### config.mk
export PLATFORM = sky130hd
export DESIGN_NAME = axi_mem_arbiter
export DESIGN_NICKNAME = d
export VERILOG_FILES = /design/src/rtl/axi_mem_arbiter.sv
export SDC_FILE = /design/constraint.sdc
export NUM_CORES = 1
export LEC_CHECK = 0
export ABC_CLOCK_PERIOD_IN_PS = 1960
export CAP_MARGIN = 20
export CORE_AREA = 5 5 271 273
export DETAILED_ROUTE_END_ITERATION = 8
export DIE_AREA = 0 0 276 278
export MAX_ROUTING_LAYER = met4
export PLACE_DENSITY = 0.42
export SLEW_MARGIN = 0
export SYNTH_ARGS = -nofsm -noshare
export SYNTH_HDL_FRONTEND = slang
export SYNTH_SLANG_ARGS = --single-unit
### constraint.sdc
create_clock -name clk -period 1.96 [get_ports clk]
set_input_delay 0.294 -clock clk [delete_from_list [all_inputs] [get_ports clk]]
set_output_delay 0.294 -clock clk [all_outputs]
set_load 0.02 [all_outputs]
### src/rtl/axi_mem_arbiter.sv
`default_nettype none
// ============================================================================
// Module   : axi_mem_arbiter
// Brief    : Single-outstanding AXI4 master arbiter for I-cache line fills and
//            D-cache fills / write-backs. Define ARB_DCACHE_PRIORITY_EN for
//            fixed D-cache priority; otherwise simultaneous requests alternate.
// Revision : 1.0 - initial release
// ============================================================================
module axi_mem_arbiter #(
  parameter int ID_WIDTH   = 13,
  parameter int ADDR_WIDTH = 64,
  parameter int DATA_WIDTH = 64,
  parameter int LINE_BEATS = 8
) (
  input  logic                    clk,
  input  logic                    reset,
  // I-cache
  input  logic                    i_ic_req_valid,
  input  logic [ADDR_WIDTH-1:0]   i_ic_req_addr,
  output logic                    o_ic_req_ready,
  output logic [DATA_WIDTH-1:0]   o_ic_rdata,
  output logic                    o_ic_rvalid,
  output logic                    o_ic_done,
  // D-cache
  input  logic                    i_dc_req_valid,
  input  logic                    i_dc_req_store,
  input  logic [ADDR_WIDTH-1:0]   i_dc_req_addr,
  output logic                    o_dc_req_ready,
  input  logic [DATA_WIDTH-1:0]   i_dc_wdata,
  output logic                    o_dc_wready,
  output logic [DATA_WIDTH-1:0]   o_dc_rdata,
  output logic                    o_dc_rvalid,
  output logic                    o_dc_done,
  // AXI read address
  output logic [ID_WIDTH-1:0]     o_m_axi_arid,
  output logic [ADDR_WIDTH-1:0]   o_m_axi_araddr,
  output logic [7:0]              o_m_axi_arlen,
  output logic [2:0]              o_m_axi_arsize,
  output logic [1:0]              o_m_axi_arburst,
  output logic                    o_m_axi_arlock,
  output logic [3:0]              o_m_axi_arcache,
  output logic [2:0]              o_m_axi_arprot,
  output logic                    o_m_axi_arvalid,
  input  logic                    i_m_axi_arready,
  // AXI read data
  input  logic [ID_WIDTH-1:0]     i_m_axi_rid,
  input  logic [DATA_WIDTH-1:0]   i_m_axi_rdata,
  input  logic [1:0]              i_m_axi_rresp,
  input  logic                    i_m_axi_rlast,
  input  logic                    i_m_axi_rvalid,
  output logic                    o_m_axi_rready,
  // AXI write address
  output logic [ID_WIDTH-1:0]     o_m_axi_awid,
  output logic [ADDR_WIDTH-1:0]   o_m_axi_awaddr,
  output logic [7:0]              o_m_axi_awlen,
  output logic [2:0]              o_m_axi_awsize,
  output logic [1:0]              o_m_axi_awburst,
  output logic                    o_m_axi_awlock,
  output logic [3:0]              o_m_axi_awcache,
  output logic [2:0]              o_m_axi_awprot,
  output logic                    o_m_axi_awvalid,
  input  logic                    i_m_axi_awready,
  // AXI write data
  output logic [DATA_WIDTH-1:0]   o_m_axi_wdata,
  output logic [DATA_WIDTH/8-1:0] o_m_axi_wstrb,
  output logic                    o_m_axi_wlast,
  output logic                    o_m_axi_wvalid,
  input  logic                    i_m_axi_wready,
  // AXI write response
  input  logic [ID_WIDTH-1:0]     i_m_axi_bid,
  input  logic [1:0]              i_m_axi_bresp,
  input  logic                    i_m_axi_bvalid,
  output logic                    o_m_axi_bready
);

  localparam int c_off_bits = $clog2(LINE_BEATS * DATA_WIDTH / 8);
  localparam int c_size_val = $clog2(DATA_WIDTH / 8);
  localparam int c_lb_w     = $clog2(LINE_BEATS);
  localparam int c_cnt_w    = (c_lb_w > 3) ? c_lb_w : 3;
  localparam logic [ADDR_WIDTH-1:0] c_line_mask =
      ~((ADDR_WIDTH'(1) << c_off_bits) - ADDR_WIDTH'(1));

  typedef enum logic [2:0] {
    S_IDLE  = 3'd0,
    S_AR    = 3'd1,
    S_RDATA = 3'd2,
    S_AW    = 3'd3,
    S_WDATA = 3'd4,
    S_BRESP = 3'd5
  } state_t;

  state_t               r_state;
  state_t               w_next;
  logic [ADDR_WIDTH-1:0] r_addr;
  logic                 r_owner_dc;
  logic                 r_ic_done;
  logic                 r_dc_done;
  logic [c_cnt_w-1:0]   r_beat;
  logic                 w_grant;
  logic                 w_pick_dc;
  logic                 w_beat_last;
  logic                 w_unused;

  assign w_unused = ^{i_m_axi_rid, i_m_axi_rresp, i_m_axi_bid, i_m_axi_bresp};

  // The done cycle is kept free of grants so back-to-back bursts get one idle gap.
  assign w_grant = !reset && (r_state == S_IDLE) && !r_ic_done && !r_dc_done &&
                   (i_ic_req_valid || i_dc_req_valid);

`ifdef ARB_DCACHE_PRIORITY_EN
  assign w_pick_dc = i_dc_req_valid;
`else
  logic r_ic_turn;  // 0 after reset so the D-cache wins the first tie
  assign w_pick_dc = i_dc_req_valid && (!i_ic_req_valid || !r_ic_turn);
  always_ff @(posedge clk) begin
    if (reset)        r_ic_turn <= 1'b0;
    else if (w_grant) r_ic_turn <= w_pick_dc;
  end
`endif

  assign o_ic_req_ready = w_grant && !w_pick_dc;
  assign o_dc_req_ready = w_grant &&  w_pick_dc;
  assign o_ic_done      = r_ic_done;
  assign o_dc_done      = r_dc_done;
  assign w_beat_last    = (r_beat == c_cnt_w'(LINE_BEATS - 1));

  assign o_m_axi_arid    = ID_WIDTH'(r_owner_dc);
  assign o_m_axi_arlen   = 8'(LINE_BEATS - 1);
  assign o_m_axi_arsize  = 3'(c_size_val);
  assign o_m_axi_arburst = 2'b01;
  assign o_m_axi_arlock  = 1'b0;
  assign o_m_axi_arcache = 4'd0;
  assign o_m_axi_arprot  = 3'd0;
  assign o_m_axi_awid    = ID_WIDTH'(1);
  assign o_m_axi_awlen   = 8'(LINE_BEATS - 1);
  assign o_m_axi_awsize  = 3'(c_size_val);
  assign o_m_axi_awburst = 2'b01;
  assign o_m_axi_awlock  = 1'b0;
  assign o_m_axi_awcache = 4'd0;
  assign o_m_axi_awprot  = 3'd0;

  always_ff @(posedge clk) begin
    if (reset) begin
      r_state    <= S_IDLE;
      r_addr     <= '0;
      r_owner_dc <= 1'b0;
      r_ic_done  <= 1'b0;
      r_dc_done  <= 1'b0;
      r_beat     <= '0;
    end else begin
      r_state   <= w_next;
      r_ic_done <= (r_state == S_RDATA) && i_m_axi_rvalid && i_m_axi_rlast && !r_owner_dc;
      r_dc_done <= ((r_state == S_RDATA) && i_m_axi_rvalid && i_m_axi_rlast && r_owner_dc) ||
                   ((r_state == S_BRESP) && i_m_axi_bvalid);
      if (w_grant) begin
        r_addr     <= (w_pick_dc ? i_dc_req_addr : i_ic_req_addr) & c_line_mask;
        r_owner_dc <= w_pick_dc;
      end
      if ((r_state == S_WDATA) && i_m_axi_wready)
        r_beat <= w_beat_last ? '0 : r_beat + c_cnt_w'(1);
    end
  end

  // Every channel output is gated by reset so the bus goes quiet immediately.
  always_comb begin
    w_next          = r_state;
    o_m_axi_arvalid = 1'b0;
    o_m_axi_araddr  = '0;
    o_m_axi_rready  = 1'b0;
    o_m_axi_awvalid = 1'b0;
    o_m_axi_awaddr  = '0;
    o_m_axi_wvalid  = 1'b0;
    o_m_axi_wdata   = '0;
    o_m_axi_wstrb   = '0;
    o_m_axi_wlast   = 1'b0;
    o_m_axi_bready  = 1'b0;
    o_dc_wready     = 1'b0;
    o_ic_rvalid     = 1'b0;
    o_ic_rdata      = '0;
    o_dc_rvalid     = 1'b0;
    o_dc_rdata      = '0;
    if (!reset) begin
      case (r_state)
        S_IDLE: begin
          if (w_grant) w_next = (w_pick_dc && i_dc_req_store) ? S_AW : S_AR;
        end
        S_AR: begin
          o_m_axi_arvalid = 1'b1;
          o_m_axi_araddr  = r_addr;
          if (i_m_axi_arready) w_next = S_RDATA;
        end
        S_RDATA: begin
          o_m_axi_rready = 1'b1;
          if (i_m_axi_rvalid) begin
            if (r_owner_dc) begin
              o_dc_rvalid = 1'b1;
              o_dc_rdata  = i_m_axi_rdata;
            end else begin
              o_ic_rvalid = 1'b1;
              o_ic_rdata  = i_m_axi_rdata;
            end
            if (i_m_axi_rlast) w_next = S_IDLE;
          end
        end
        S_AW: begin
          o_m_axi_awvalid = 1'b1;
          o_m_axi_awaddr  = r_addr;
          if (i_m_axi_awready) w_next = S_WDATA;
        end
        S_WDATA: begin
          o_m_axi_wvalid = 1'b1;
          o_m_axi_wdata  = i_dc_wdata;
          o_m_axi_wstrb  = '1;
          o_m_axi_wlast  = w_beat_last;
          o_dc_wready    = i_m_axi_wready;
          if (i_m_axi_wready && w_beat_last) w_next = S_BRESP;
        end
        S_BRESP: begin
          o_m_axi_bready = 1'b1;
          if (i_m_axi_bvalid) w_next = S_IDLE;
        end
        default: w_next = S_IDLE;
      endcase
    end
  end

endmodule
`default_nettype wire

==> flow_summary.json, run 1 <==
{
  "p_switching_mw": 2.64,
  "crit_path_cells": "nor4b_4 > buf_4 > and3_4 > buf_6 > buf_8 > buf_6 > and2_4 > buf_6",
  "cts_num_sinks": 67,
  "synth.top_cells.by_count": "and2_1, buf_4, nor2_1",
  "static_leak_nw": 6.36,
  "p_sw_share_pct": 35.9,
  "layout_setup_ws_ns": -0.393,
  "post_dp_cell_area_um2": 13000,
  "final.setup_skew_ns": 0.0152,
  "path_buf_inv": 5,
  "crit_path_kind": "flip-flop to output pin",
  "dr.first_iter.drc_count": 154,
  "arrival_ns": 2.06,
  "timing.rr.start": "r_state[2]",
  "hp-class": "flip-flop to flip-flop",
  "register_area_um2": 1350,
  "power_density_nw_per_um2": 538,
  "outcome": "finished, violations left",
  "tritoncts": "done",
  "cts.root.buffer_cell": "clkbuf_16",
  "yosys_register_bits": 67,
  "comb_power_share_pct": 46.9,
  "final_util_pct": 19.3,
  "synth_enable_flop_cells": 0,
  "avg_inst_size_synth_um2": 7.69,
  "drt_wl_total_um": 38500,
  "dpl.hpwl_um": 30400,
  "reg2regPathDepth": 8,
  "synthAdderAreaFrac_pct": 0.431,
  "max_frequency_ghz": 0.425,
  "synth-xor-area-share_pct": 0,
  "synth-main-ff-cell": "dfxtp_1",
  "async_reset_ff_share_pct": 0,
  "cts_inserted_buffers": 9,
  "r2r_end": "r_addr[13]",
  "whs_path_depth": 2,
  "critical_path_cell_count": 8,
  "route.antenna.remaining_nets": 0,
  "r2r_slack_ns": 0.22,
  "overflow": 0,
  "share_of_yosys_cell_area_claimed_by_the_top_area_cell_type_pct": 33.6,
  "worstSetupEndpointType": "output pin",
  "max_slew.worst_pin.slew_ns": 0.700,
  "design.portCount": 706,
  "first_global_vias": 7595,
  "hold_viol": 0,
  "synth_area_leaders": "and2_1, dfxtp_1, buf_4, mux2i_1, a211oi_1",
  "hold_start": "r_addr[6]",
  "intPower_mw": 4.70,
  "power.share.sequential_pct": 26.0,
  "clkPwrFrac_pct": 27.1,
  "crit_path_start_kind": "flip-flop",
  "pre_cts_ws_ns": -0.502,
  "synth_top_family_by_area": "simple AND/OR/NAND/NOR gates",
  "globalplace.congestion": 0.811,
  "nFillCells": 7979,
  "tns_ns": -83.65,
  "clock_latency_ns": 0.37,
  "violations": "negative setup slack",
  "timing.critical_path.slowest_stage_cell": "dfxtp_2",
  "grt_start_max_net_pins": 59,
  "synth.largest_area_cell": "and2_1",
  "die_x_um": 276,
  "netlist_instances": 755,
  "crit_end": "o_dc_rdata[54]",
  "timing.critical_path.from": "r_state[2]",
  "die_area_um2": 76700,
  "drc": 0,
  "cp_max_fo": 7,
  "max_cap_viols": 0,
  "grt_setup_unrepaired": "yes",
  "grt_pass1_wl_um": 52300,
  "critical-path-max-stage-delay_ns": 0.34,
  "slew-limit-headroom_pct": 53.3,
  "wl_per_cell_um": 16.5,
  "worst_path_most_repeated_cell": "buf_6",
  "chipHeight_um": 278,
  "path_clk_slew_ns": 0.06,
  "required_ns": 1.67,
  "unique_cell_type_count_in_the_yosys_netlist": 31,
  "multi_input_area_um2": 4050,
  "detailroute.via_count": 7240,
  "synth-simple-area-share_pct": 40.0,
  "globalRouteTotalUtil_pct": 9.33,
  "cts_max_level": 3,
  "port_buffers": 584,
  "syn_to_final_growth_pct": 135,
  "cp_top_family": "simple AND/OR/NAND/NOR gates",
  "synth_area_um2": 5810,
  "rows": 98,
  "setup-violations-final": 325,
  "design.final.nets": 1673,
  "floorplan.initialDensity_pct": 8.20,
  "synth.area.mux_share_pct": 10.9,
  "final_cell_area_um2": 13600,
  "timing_max_transition_violations_final": 0,
  "fraction_of_layout_cells_with_a_size_suffix_above_1_pct": 28.7,
  "fin_crit_ns": 2.35,
  "synth_sequential_area_ratio_pct": 23.1,
  "finalCritPeriodShare_pct": 120,
  "synthesis.yosys.warnings": 0,
  "synth_compound_area_share_pct": 9.30,
  "ir_worst_vdd_mv": 0.390,
  "yosysMostFrequentCell": "and2_1",
  "drt-pass1-iter-count": 4,
  "hold_fix_buffer_count_after_cts": 0,
  "antenna_found_initial": 1,
  "cts_max_path_buffers": 2,
  "vias_per_cell": 3.11,
  "design.core.area_um2": 70900
}
## placed cells by master (no fill, tap or decap), types with 4 or more instances in the layout
cell type	instances
and2_1	256
clkdlybuf4s50_1	256
buf_4	118
dlygate4sd2_1	116
buf_6	80
conb_1	79
nor2_1	68
dfxtp_1	64
mux2i_1	62
a211oi_1	58
and2_4	56
buf_12	32
buf_2	27
clkdlybuf4s15_2	18
clkbuf_16	15
clkbuf_2	14
clkbuf_4	9
nor2_4	4
nand2_1	4
## layer usage
metal | global-route usage [%] | part of all wire, %
met5 | - | 0
met3 | 3.26 | 7.9
met4 | 2.54 | 2.2
met1 | 10.1 | 40
met2 | 16.3 | 50
## worst min-delay path, delay by kind of cell (launching register included)
| kind | cells | cell delay [ns] |
|---|---|---|
| DFF | 1 | 0.31 |
| and+or+nand+nor | 1 | 0.10 |
| AOI/OAI and AO/OA | 1 | 0.05 |
## metrics by stage
stage	total power, mW	hold slack (ns)	cells
finish	7.34	0.505	2329
global route	7.82	0.537	2328
floorplan	3.46	0.416	832
detailed placement	5.24	0.498	2284
global placement	5.23	0.482	2284
CTS	7.31	0.508	2311
## sequential cells by signal, summed over array words and instances, names as in the netlist
| register | cells |
|---|---|
| o_dc_done | 1 |
| o_ic_done | 1 |
| r_addr | 58 |
| r_beat | 3 |
| r_owner_dc | 1 |
| r_state | 3 |
## layout make-up
cell class | instances | area share [%]
Tap cell | 950 | 8.71
Timing Repair Buffer | 681 | 49.2
Clock buffer | 9 | 1.65
Antenna cell | 1 | 0.0183
Clock inverter | 6 | 0.844
Sequential cell | 67 | 9.86
Multi-Input combinational cell | 614 | 29.7
Inverter | 1 | 0.0275
## power by group through the flow
stage	clock network (mW)	logic, mW	registers (mW)
after floorplan	0	1.62	1.84
after global placement	0	3.31	1.92
after detailed placement	0	3.31	1.93
after CTS	2.10	3.30	1.91
after global routing	2.12	3.74	1.96
final	1.99	3.44	1.91
## how the worst min path moves through the flow
stage,to,slack (ns)
floorplan,o_ic_done,0.42
global placement,r_beat[1],0.48
detailed placement,r_addr[39],0.50
finish,r_addr[6],0.50
CTS,r_addr[12],0.51
global route,r_addr[59],0.54
## cell families after synthesis
kind of cell	Yosys count
buffers and inverters	151
adder cells (fa/ha/maj)	2
AND/OR/NAND/NOR	400
multiplexers	63
other	2
AO/OA/AOI/OAI	70
flip-flops	67
## repair_timing
| item | 4_1_cts | 5_1_grt |
|---|---|---|
| resized for setup | 680 | 441 |
| pin swaps | 5 | 18 |
| endpoints found under the hold margin | 0 | 0 |
| setup endpoints to repair | 327 | 327 |
| cloned | 3 | 7 |
| buffers inserted | 9 | 12 |
(Power assumes the default switching activity.)
==> inputs of run 2 (changes only) <==
--- a/config.mk
+++ b/config.mk
@@ -8,6 +8,7 @@
 export ABC_CLOCK_PERIOD_IN_PS = 1960
 export CAP_MARGIN = 20
 export CORE_AREA = 5 5 271 273
+export CTS_CLUSTER_SIZE = 8
 export DETAILED_ROUTE_END_ITERATION = 8
 export DIE_AREA = 0 0 276 278
 export MAX_ROUTING_LAYER = met4
==> results of run 2 <==
Same layout as run 1: the final DEF is identical, and so are final timing and power.
==> inputs of run 3 (changes only) <==
--- a/config.mk
+++ b/config.mk
@@ -5,14 +5,16 @@
 export SDC_FILE = /design/constraint.sdc
 export NUM_CORES = 1
 export LEC_CHECK = 0
+export ABC_AREA = 1
 export ABC_CLOCK_PERIOD_IN_PS = 1960
 export CAP_MARGIN = 20
-export CORE_AREA = 5 5 271 273
+export CORE_AREA = 5 5 273 275
 export CTS_CLUSTER_SIZE = 8
 export DETAILED_ROUTE_END_ITERATION = 8
-export DIE_AREA = 0 0 276 278
+export DIE_AREA = 0 0 278 280
 export MAX_ROUTING_LAYER = met4
 export PLACE_DENSITY = 0.42
+export REMOVE_ABC_BUFFERS = 1
 export SLEW_MARGIN = 0
 export SYNTH_ARGS = -nofsm -noshare
 export SYNTH_HDL_FRONTEND = slang
==> run 3 against run 2 <==
  * The run still ends with negative setup slack left
  * Cell count increased by 21%
  * First-iteration DRC count grew 110%
  * Core utilization rose by 4.0 points
  * Setup slack improved by 0.070 ns
  * Design area grew 23%
  * Hold slack worse by 0.091 ns
  * Global-route usage is 2.7 points higher
  * Clock-buffer cell count up 3
  * Sequential cell count unchanged
  * Sequential share of layout area decreased by 1.8 points
==> flow_summary.json, run 3 <==
{
  "crit_end": "o_dc_rdata[31]",
  "drt_wl_total_um": 51200,
  "timing_max_transition_violations_final": 0,
  "static_leak_nw": 7.44,
  "final.setup_skew_ns": 0.0108,
  "yosysMostFrequentCell": "nor2_1",
  "fin_total_pwr_mw": 8.97,
  "drc": 0,
  "worstSetupEndpointType": "output pin",
  "synth-main-ff-cell": "dfxtp_1",
  "r2r_end": "r_addr[25]",
  "first_global_vias": 9355,
  "max_slew.worst_pin.slew_ns": 0.600,
  "yosys_register_bits": 67,
  "synthAdderAreaFrac_pct": 0.410,
  "whs_ns": 0.414,
  "max_flop_register": "r_addr",
  "design.final.nets": 2159,
  "antenna_found_initial": 5,
  "cts_inserted_buffers": 9,
  "globalRouteTotalUtil_pct": 12.1,
  "cts_max_level": 3,
  "synth_enable_flop_cells": 0,
  "share_of_yosys_cell_area_claimed_by_the_top_area_cell_type_pct": 22.0,
  "met2WireLength_um": 24400,
  "grt_pass1_wl_um": 66700,
  "port_buffers": 584,
  "chipHeight_um": 280,
  "hold_viol": 0,
  "finalCritPeriodShare_pct": 116,
  "cp_max_fo": 6,
  "synth_area_um2": 6110,
  "synth-xor-area-share_pct": 0,
  "synth-simple-area-share_pct": 42.9,
  "cts_max_path_buffers": 2,
  "violations": "negative setup slack",
  "async_reset_ff_share_pct": 0,
  "grt_setup_unrepaired": "yes",
  "layout_setup_ws_ns": -0.323,
  "max_frequency_ghz": 0.438,
  "die_area_um2": 77800,
  "avg_inst_size_synth_um2": 5.26,
  "fraction_of_layout_cells_with_a_size_suffix_above_1_pct": 40.1,
  "route.antenna.remaining_nets": 0,
  "mostFrequentLayoutCells": "clkdlybuf4s50_1, nand2_1, buf_6",
  "power_density_nw_per_um2": 536,
  "synthesis.yosys.warnings": 0,
  "layout_top_registers": "r_addr x58, r_beat x3, r_state x3",
  "synth.area.mux_share_pct": 0,
  "floorplan.initialDensity_pct": 8.47,
  "syn_to_final_growth_pct": 174,
  "fin_crit_ns": 2.28,
  "vias_per_cell": 3.34,
  "outcome": "finished, violations left",
  "wl_per_cell_um": 18.1,
  "routed.top_layer": "met4",
  "synth_area_leaders": "dfxtp_1, nor2_1, nand2_1, inv_1, buf_4",
  "layout_commonest_cell": "clkdlybuf4s50_1",
  "clock_latency_ns": 0.37,
  "synth.top_cells.by_count": "nor2_1, nand2_1, inv_1",
  "synth_sequential_area_ratio_pct": 22.0,
  "tritoncts": "done",
  "drt-pass1-iter-count": 5,
  "detailroute.via_count": 9455,
  "synth.largest_area_cell": "dfxtp_1",
  "cts_num_sinks": 67,
  "globalplace.congestion": 0.885,
  "design.portCount": 706,
  "unique_cell_type_count_in_the_yosys_netlist": 21,
  "grt_start_max_net_pins": 48,
  "detail_route.wirelength.met1_um": 22100,
  "hp-class": "input port to flip-flop",
  "die_x_um": 278,
  "path_clk_slew_ns": 0.06,
  "timing.critical_path.from": "r_state[2]",
  "required_ns": 1.67,
  "rows": 99,
  "crit_path_kind": "flip-flop to output pin",
  "max_cap_viols": 0,
  "cts.root.buffer_cell": "clkbuf_16",
  "final_util_pct": 23.2,
  "wl_met3_um": 3500,
  "dpl.hpwl_um": 40300,
  "netlist_instances": 1161,
  "nFillCells": 8033,
  "tns_ns": -56.31,
  "setup-violations-final": 316,
  "synth_top_family_by_area": "simple AND/OR/NAND/NOR gates",
  "dr.first_iter.drc_count": 330,
  "final_cell_count_no_fill": 2828,
  "arrival_ns": 1.99,
  "design.core.area_um2": 72100,
  "overflow": 0,
  "ir_worst_vdd_mv": 0.344,
  "r2r_slack_ns": 0.17,
  "reg2regPathDepth": 9,
  "crit_path_start_kind": "flip-flop",
  "synth_compound_area_share_pct": 5.47,
  "slew-limit-headroom_pct": 60.0,
  "post-place-cells": 2715,
  "number_of_flip_flops_in_the_largest_register": 58,
  "hold_fix_buffer_count_after_cts": 0,
  "timing.rr.start": "r_state[1]"
}
-- run 3: cell types whose count changed in the layout (fill, tap and decap cells not counted), moves of 64 or more --
cell,before,now
buf_6,80,223
and2_1,256,0
nand3_1,0,64
buf_4,118,193
dlygate4sd2_1,116,21
nand2_1,4,252
inv_1,1,197
nor2_4,4,178
-- run 3: kinds of logic after synthesis --
group,after synthesis
AO/OA/AOI/OAI,66
adder cells (fa/ha/maj),2
other,2
flip-flops,67
buffers and inverters,365
AND/OR/NAND/NOR,659
-- run 3: metrics by stage --
| stage | cell area [um^2] | setup WS (ns) |
|---|---|---|
| floorplan | 5390 | -1.43 |
| global placement | 13400 | -0.435 |
| detailed placement | 13400 | -0.430 |
| CTS | 14400 | -0.416 |
| global route | 16700 | -0.447 |
| finish | 16700 | -0.323 |
-- run 3: power breakdown --
group	switching, mW	internal, mW	total (mW)
logic	2.95	2.40	5.35
registers	0.143	1.60	1.75
clock network	0.725	1.15	1.88
-- run 3: area by class of cell --
class                           instances  area, um^2  area share [%]
Clock inverter                          4        73.8           0.441
Timing Repair inverter                  1        7.51          0.0449
Timing Repair Buffer                  770        8320            49.7
Antenna cell                            4        10.0          0.0598
Sequential cell                        67        1350            8.05
Multi-Input combinational cell        806        4740            28.3
Clock buffer                           12         246            1.47
Inverter                              205         791            4.72
Tap cell                              959        1200            7.17
-- run 3: worst min-delay path by stage --
stage / start / endpoint / slack, ns / cells past startpoint
after global placement: r_addr[15] / r_addr[15] / 0.45 / 2
after CTS: reset / r_beat[0] / 0.40 / 3
after floorplan: reset / r_addr[10] / 0.36 / 1
after detailed placement: r_addr[49] / r_addr[49] / 0.45 / 2
final: reset / r_beat[0] / 0.41 / 3
after global routing: reset / r_beat[0] / 0.40 / 3
-- run 3: metal layers --
layer,GRT usage [%],up-vias
li1,-,4620
met1,14.9,4370
met2,19.4,418
met3,3.80,47
met4,2.90,0
met5,-,-
-- run 3: what timing repair did --
action | CTS | global route
gates resized for setup | 946 | 901
cloned | 6 | 14
pin swaps | 4 | 10
setup endpoints to repair | 325 | 365
setup buffers | 25 | 54
-- run 3: critical path, cell delays in order (launching register included) --
cell       delay, ns
dfxtp_4         0.36
nor4_4          0.29
buf_6           0.17
nand3_4         0.09
buf_12          0.17
buf_8           0.14
clkbuf_16       0.17
nor2_4          0.09
buf_6           0.12
